`src/rtl/vec_mem_seq_if.sv`:
```
// Single-word data-memory port used by the vector load/store sequencer.
// The sequencer is the master; the memory (or its model) is the slave.
interface vec_mem_seq_if #(
  parameter int WIDTH = 32
);
  logic             mem_req;
  logic             mem_we;
  logic [31:0]      mem_addr;
  logic [WIDTH-1:0] mem_wdata;
  logic [WIDTH-1:0] mem_rdata;
  logic             mem_ack;

  modport master (
    output mem_req, mem_we, mem_addr, mem_wdata,
    input  mem_rdata, mem_ack
  );

  modport slave (
    input  mem_req, mem_we, mem_addr, mem_wdata,
    output mem_rdata, mem_ack
  );
endinterface

```
`src/rtl/vec_mem_seq.sv`:
```
// MEM-stage sequencer: splits one 4-lane vector load/store into four single-word
// memory accesses and holds the pipeline until the last lane completes.
module vec_mem_seq #(
  parameter int          WIDTH     = 32,
  parameter int unsigned ADDR_STEP = 4
) (
  input  logic             clk,
  input  logic             reset,
  input  logic             start,
  input  logic             is_store,
  input  logic [31:0]      base_addr,
  input  logic [WIDTH-1:0] v1wr_in,
  input  logic [WIDTH-1:0] v2wr_in,
  input  logic [WIDTH-1:0] v3wr_in,
  input  logic [WIDTH-1:0] v4wr_in,
  vec_mem_seq_if.master    mem,
  output logic [WIDTH-1:0] v1mem_out,
  output logic [WIDTH-1:0] v2mem_out,
  output logic [WIDTH-1:0] v3mem_out,
  output logic [WIDTH-1:0] v4mem_out,
  output logic             stall,
  output logic             done
);

  typedef enum logic [1:0] {
    S_IDLE,
    S_XFER,
    S_DONE
  } state_t;

  state_t           state;
  logic [1:0]       idx;
  logic [1:0]       idx_nxt;
  logic [31:0]      base_q;
  logic             store_q;
  logic [31:0]      next_addr;
  logic [WIDTH-1:0] wdata_q [4];
  logic [WIDTH-1:0] lane_q  [4];

  assign idx_nxt   = idx + 2'd1;
  // Address of the following lane; 32-bit wrap-around is intended.
  assign next_addr = base_q + 32'(idx_nxt) * 32'(ADDR_STEP);

  // Combinational so the hazard unit sees the hold in the same cycle start arrives.
  assign stall = (state == S_IDLE && start) || (state == S_XFER);

  // NOTE: store data is only read while a sequence is active and is always
  // loaded on start, so it needs no reset; skipping it keeps the array a plain
  // register file instead of a resettable one.
  always_ff @(posedge clk) begin
    if (state == S_IDLE && start && !reset) begin
      wdata_q[0] <= v1wr_in;
      wdata_q[1] <= v2wr_in;
      wdata_q[2] <= v3wr_in;
      wdata_q[3] <= v4wr_in;
    end
  end

  // NOTE: every register here uses <= so all state updates see the values
  // from before the clock edge, independent of statement order.
  always_ff @(posedge clk) begin
    if (reset) begin
      state         <= S_IDLE;
      idx           <= 2'd0;
      base_q        <= '0;
      store_q       <= 1'b0;
      mem.mem_req   <= 1'b0;
      mem.mem_we    <= 1'b0;
      mem.mem_addr  <= '0;
      mem.mem_wdata <= '0;
      done          <= 1'b0;
      for (int i = 0; i < 4; i++) lane_q[i] <= '0;
    end else begin
      done <= 1'b0;
      case (state)
        S_IDLE: begin
          if (start) begin
            base_q        <= base_addr;
            store_q       <= is_store;
            idx           <= 2'd0;
            mem.mem_req   <= 1'b1;
            mem.mem_we    <= is_store;
            mem.mem_addr  <= base_addr;
            mem.mem_wdata <= v1wr_in;
            state         <= S_XFER;
          end
        end

        S_XFER: begin
          if (mem.mem_ack) begin
            if (!store_q) lane_q[idx] <= mem.mem_rdata;
            if (idx == 2'd3) begin
              mem.mem_req <= 1'b0;
              mem.mem_we  <= 1'b0;
              done        <= 1'b1;
              state       <= S_DONE;
            end else begin
              // Next lane's request is presented right after the ack: no gap.
              idx           <= idx_nxt;
              mem.mem_addr  <= next_addr;
              mem.mem_wdata <= wdata_q[idx_nxt];
            end
          end
        end

        S_DONE: state <= S_IDLE;

        default: state <= S_IDLE;
      endcase
    end
  end

  assign v1mem_out = lane_q[0];
  assign v2mem_out = lane_q[1];
  assign v3mem_out = lane_q[2];
  assign v4mem_out = lane_q[3];

endmodule

```
`src/flat_wrapper.sv`:
```
// flat-port wrapper written by rule: the top's interface ports become plain ports
module vec_mem_seq_flat 
#(
  parameter int          WIDTH     = 32,
  parameter int unsigned ADDR_STEP = 4
)
  (clk, reset, start, is_store, base_addr, v1wr_in, v2wr_in, v3wr_in, v4wr_in, v1mem_out, v2mem_out, v3mem_out, v4mem_out, stall, done, mem_mem_req, mem_mem_we, mem_mem_addr, mem_mem_wdata, mem_mem_rdata, mem_mem_ack);
  vec_mem_seq_if #(.WIDTH(WIDTH)) mem_i ();
  input  logic clk;
  input  logic reset;
  input  logic start;
  input  logic is_store;
  input  logic [31:0] base_addr;
  input  logic [WIDTH-1:0] v1wr_in;
  input  logic [WIDTH-1:0] v2wr_in;
  input  logic [WIDTH-1:0] v3wr_in;
  input  logic [WIDTH-1:0] v4wr_in;
  output logic [WIDTH-1:0] v1mem_out;
  output logic [WIDTH-1:0] v2mem_out;
  output logic [WIDTH-1:0] v3mem_out;
  output logic [WIDTH-1:0] v4mem_out;
  output logic stall;
  output logic done;
  output wire logic [$bits(mem_i.mem_req)-1:0] mem_mem_req;
  output wire logic [$bits(mem_i.mem_we)-1:0] mem_mem_we;
  output wire logic [$bits(mem_i.mem_addr)-1:0] mem_mem_addr;
  output wire logic [$bits(mem_i.mem_wdata)-1:0] mem_mem_wdata;
  input wire logic [$bits(mem_i.mem_rdata)-1:0] mem_mem_rdata;
  input wire logic [$bits(mem_i.mem_ack)-1:0] mem_mem_ack;
  assign mem_mem_req = mem_i.mem_req;
  assign mem_mem_we = mem_i.mem_we;
  assign mem_mem_addr = mem_i.mem_addr;
  assign mem_mem_wdata = mem_i.mem_wdata;
  assign mem_i.mem_rdata = mem_mem_rdata;
  assign mem_i.mem_ack = mem_mem_ack;
  vec_mem_seq #(.WIDTH(WIDTH), .ADDR_STEP(ADDR_STEP)) u_core (.clk(clk), .reset(reset), .start(start), .is_store(is_store), .base_addr(base_addr), .v1wr_in(v1wr_in), .v2wr_in(v2wr_in), .v3wr_in(v3wr_in), .v4wr_in(v4wr_in), .mem(mem_i), .v1mem_out(v1mem_out), .v2mem_out(v2mem_out), .v3mem_out(v3mem_out), .v4mem_out(v4mem_out), .stall(stall), .done(done));
endmodule
```
`config.mk`:
```
export PLATFORM = sky130hd
export DESIGN_NAME = vec_mem_seq_flat
export DESIGN_NICKNAME = d
export VERILOG_FILES = /design/src/rtl/vec_mem_seq_if.sv /design/src/rtl/vec_mem_seq.sv /design/src/flat_wrapper.sv
export SDC_FILE = /design/constraint.sdc
export NUM_CORES = 1
export LEC_CHECK = 0
export BUFFER_PORTS_ARGS = -buffer_cell sky130_fd_sc_hd__buf_2
export CORE_ASPECT_RATIO = 0.8
export CORE_MARGIN = 5
export CORE_UTILIZATION = 50
export CTS_BUF_LIST = sky130_fd_sc_hd__clkbuf_8
export CTS_CLUSTER_SIZE = 10
export DETAILED_ROUTE_END_ITERATION = 10
export GPL_TIMING_DRIVEN = 0
export PLACE_DENSITY_LB_ADDON = 0.2
export SLEW_MARGIN = 5
export SYNTH_ARGS = -nofsm -noshare
export SYNTH_HDL_FRONTEND = slang
export SYNTH_SLANG_ARGS = --single-unit
```
`constraint.sdc`:
```
create_clock -name clk -period 14.55 [get_ports clk]
set_clock_uncertainty 0.05 [all_clocks]
set_input_delay 0.7275 -clock clk [delete_from_list [all_inputs] [get_ports clk]]
set_output_delay 0.7275 -clock clk [all_outputs]
set_load 0.005 [all_outputs]
```
==> results.toml <==
[timing]
max_freq_mhz = 259
setup_ws_ns = 10.69
setup_viol = 0
relSlewSlack = 0.361
hold_viol = 0
min_period_ns = 3.86
max_slew.worst_pin.slew_ns = 0.955
fin_tns_setup_ns = 0
rsz0062_at_grt = "false"
min_period_over_period = 0.266
slew_violations = 0

[power]
comb_power_share = 0.102
power_density_mw_per_mm2 = 126
pwr-share-clk = 0.384
switching_share = 0.246
vdd_drop_max_mv = 0.0946
p_int_mw = 1.73
p_seq_frac = 0.514
total_power_mw = 2.30
leakage_nw = 7.23
power.switching_mw = 0.567

[setup_path]
cp.required_ns = 13.77
rrSetupSlack_ns = 10.93
path_cells = "or3b_2 -> clkbuf_1 -> clkbuf_1 -> buf_2 -> buf_1 -> nand2_1 -> buf_2"
critPathTopFamily = "buffers and inverters"
start_kind = "flop"
cp-endpoint = "stall"
cp_slowest_cell = "dfxtp_1"
end_kind = "primary output"
critPathArrivalTime_ns = 3.09
reg2reg_depth = 9
r2r-start = "u_core.state[1]"
worst-path-stages = 7
critical_path_peak_fanout = 10
critPathKind = "reg -> out"
worstPathBufferInverterCount = 5
worst_path_largest_cell_delay_ns = 0.49
r2r_end = "u_core.wdata_q[1][22]"
crit_start = "u_core.state[1]"

[hold_path]
min_from = "v4wr_in[5]"
hold_path_class = "in -> reg"

[global_routing]
grt.total_usage = 0.260
grt_pass1_vias = 11133
antenna_found_initial = 16
grt_pass1_wl_um = 64800
grt_max_degree = 33
grt_overflow = 0

[clock_tree]
cts_tree = "built"
clk_latency_ns = 0.62
cts_root_buffer = "clkbuf_8"
post_cts_buffers = 0
cts_resized = 0
cts_sinks = 360
numCtsBuffers = 56
h-tree-depth = 2
holdBufCountCts = 0
clock_path_buffers = 3
clk_pin_slew_ns = 0.07

[layout]
nets = 1748
syn_to_final_growth_pct = 26.2
utilization = 0.642
final_cells = 1975
drive_above_1_share = 0.343

[synthesis]
ys.flop_type = "edfxtp_1"
yosysSeqAreaShare = 0.678
synth_simple_gate_area_share = 0.147
avgSynthCellArea_um2 = 13.2
synth_fa_ha_area_frac = 0.00399
synth-edff-count = 256
synth.distinct_cells = 64
ys_ff_latch = 360
synth-async-reset-ratio = 0
synthXorXnorAreaFrac = 0.00365
yosysWarningCount = 0
synthCells = 1089
synth_compound_area_frac = 0.0914
synth_top_family_by_area = "simple AND/OR/NAND/NOR gates"
netlist_area_mm2 = 0.0144
synth_nets = 1290
yosys-mux-area-fraction = 0.0500

[route]
drc = 0
drtAntennaViolNets = 0
first_iter_violations = 891
wl_um = 43000
dr.pass1.iters = 6
wl_per_cell_um = 21.8
route.vias.total = 11015
via_per_inst = 5.58

[placement]
dp_slack_ns = 10.56
gp_congestion = 0.952
io_buffers = 391
hpwl_um = 31200
dp.cells = 1859

[status]
outcome = "completed"

[die]
fp-row-count = 55
die_area_mm2 = 0.0323
coreArea_mm2 = 0.0284
die_h_um = 162
start_util = 0.508
die_w_um = 200
ios = 393

[job]
maxCapViolCount = 0
[through the flow]
step	hold WS, ns	area (um2)
floorplan	0.387	14400
global placement	0.386	16800
detailed placement	0.388	17000
CTS	0.170	18200
global route	0.189	18200
finish	0.222	18200
[synth_stat cells (3+ instances only)]
| library cell | n | area share |
|---|---|---|
| buf_1 | 14 | 0.0036 |
| edfxtp_1 | 256 | 0.53 |
| nor3_1 | 20 | 0.0069 |
| nor2_1 | 24 | 0.0063 |
| nand3_1 | 24 | 0.0083 |
| o221ai_1 | 34 | 0.021 |
| dfxtp_1 | 104 | 0.14 |
| buf_2 | 11 | 0.0038 |
| ha_1 | 3 | 0.0026 |
| xnor2_1 | 6 | 0.0036 |
| a211oi_1 | 7 | 0.0036 |
| clkbuf_1 | 56 | 0.015 |
| nand4_1 | 12 | 0.0052 |
| nand2_1 | 134 | 0.035 |
| o41ai_1 | 7 | 0.0043 |
| a311oi_1 | 6 | 0.0036 |
| a32oi_1 | 5 | 0.0030 |
| or3_1 | 6 | 0.0026 |
| inv_1 | 10 | 0.0026 |
| a21oi_1 | 80 | 0.028 |
| or4_1 | 4 | 0.0021 |
| o31ai_1 | 3 | 0.0016 |
| mux4_2 | 32 | 0.050 |
| and3_1 | 5 | 0.0022 |
| and4_1 | 4 | 0.0024 |
| o311ai_0 | 3 | 0.0018 |
| nor4_1 | 8 | 0.0035 |
| a2111oi_0 | 3 | 0.0018 |
| o21ai_0 | 19 | 0.0066 |
| and2_1 | 128 | 0.056 |
| or2_2 | 9 | 0.0039 |
| a21o_1 | 4 | 0.0021 |
| o211ai_1 | 7 | 0.0036 |
| nor3b_1 | 5 | 0.0026 |
[cell type report]
class	instances	area (um2)
fillers	2233	10200
flip-flops and latches	360	9770
multi-input cells	635	4290
repair buffers	400	2080
clock buffers	69	950
well taps	370	463
plain buffers	84	339
clock inverters	37	243
inverters	10	37.5
diodes	10	25.0
[layout by cell type (no fill, tap or decap), types with 8 or more instances in the layout]
cell,instances
diode_2,10
mux4_2,32
clkbuf_1,56
buf_2,402
and2_1,128
nand4_1,12
o221ai_1,34
nand2_1,134
edfxtp_1,256
o21ai_0,19
a21oi_1,80
nor3_1,19
nor4_1,8
or2_2,9
buf_1,14
inv_1,29
nor2_1,23
clkbuf_8,69
nand3_1,24
dfxtp_1,104
[power groups by stage]
stage                     combinational, mW  sequential (mW)  clock (mW)
after floorplan                       0.108             1.20           0
after global placement                0.225             1.21           0
after detailed placement              0.234             1.20           0
after CTS                             0.235             1.18       0.901
after global routing                  0.256             1.19       0.949
final                                 0.235             1.18       0.884
[state kept, by name, indices dropped and copies added, names as in the netlist]
register and flops:
u_core.mem.mem_addr 32, u_core.mem.mem_wdata 32, u_core.state 2, u_core.lane_q 128
u_core.base_q 32, u_core.mem.mem_we 1, u_core.wdata_q 128, u_core.store_q 1
u_core.done 1, u_core.idx 2, u_core.mem.mem_req 1
[worst register-to-register path, cell delays in order, from the launching register on]
cell	delay, ns
dfxtp_1	0.39
or3b_2	0.49
clkbuf_1	0.17
clkbuf_1	0.31
buf_2	0.30
buf_1	0.29
nor2_4	0.55
buf_12	0.30
buf_16	0.21
buf_12	0.21
[logic make-up after synthesis]
logic type                 count (synthesis)
DFF                                      360
AOI/OAI and AO/OA                        195
xor gates and xnor gates                   6
and+or+nand+nor                          398
adders and majority gates                  4
muxes                                     32
buffers and inverters                     94
[worst min path at each step]
stage | endpoint | slack (ns) | cells after the start
detailed placement | u_core.mem.mem_addr[14] | 0.39 | 2
floorplan | u_core.base_q[0] | 0.39 | 2
CTS | u_core.wdata_q[2][30] | 0.17 | 1
global placement | u_core.mem.mem_wdata[25] | 0.39 | 2
global route | u_core.wdata_q[1][31] | 0.19 | 1
finish | u_core.wdata_q[3][5] | 0.22 | 1
[per-layer routing]
metal	vias to the layer above	global-route usage	part of all wire
met5	-	0	0.0017
met4	14	0.0951	0.032
met3	108	0.0796	0.10
met2	567	0.401	0.46
met1	5293	0.350	0.40
li1	5033	-	-
(Power assumes the default switching activity.)
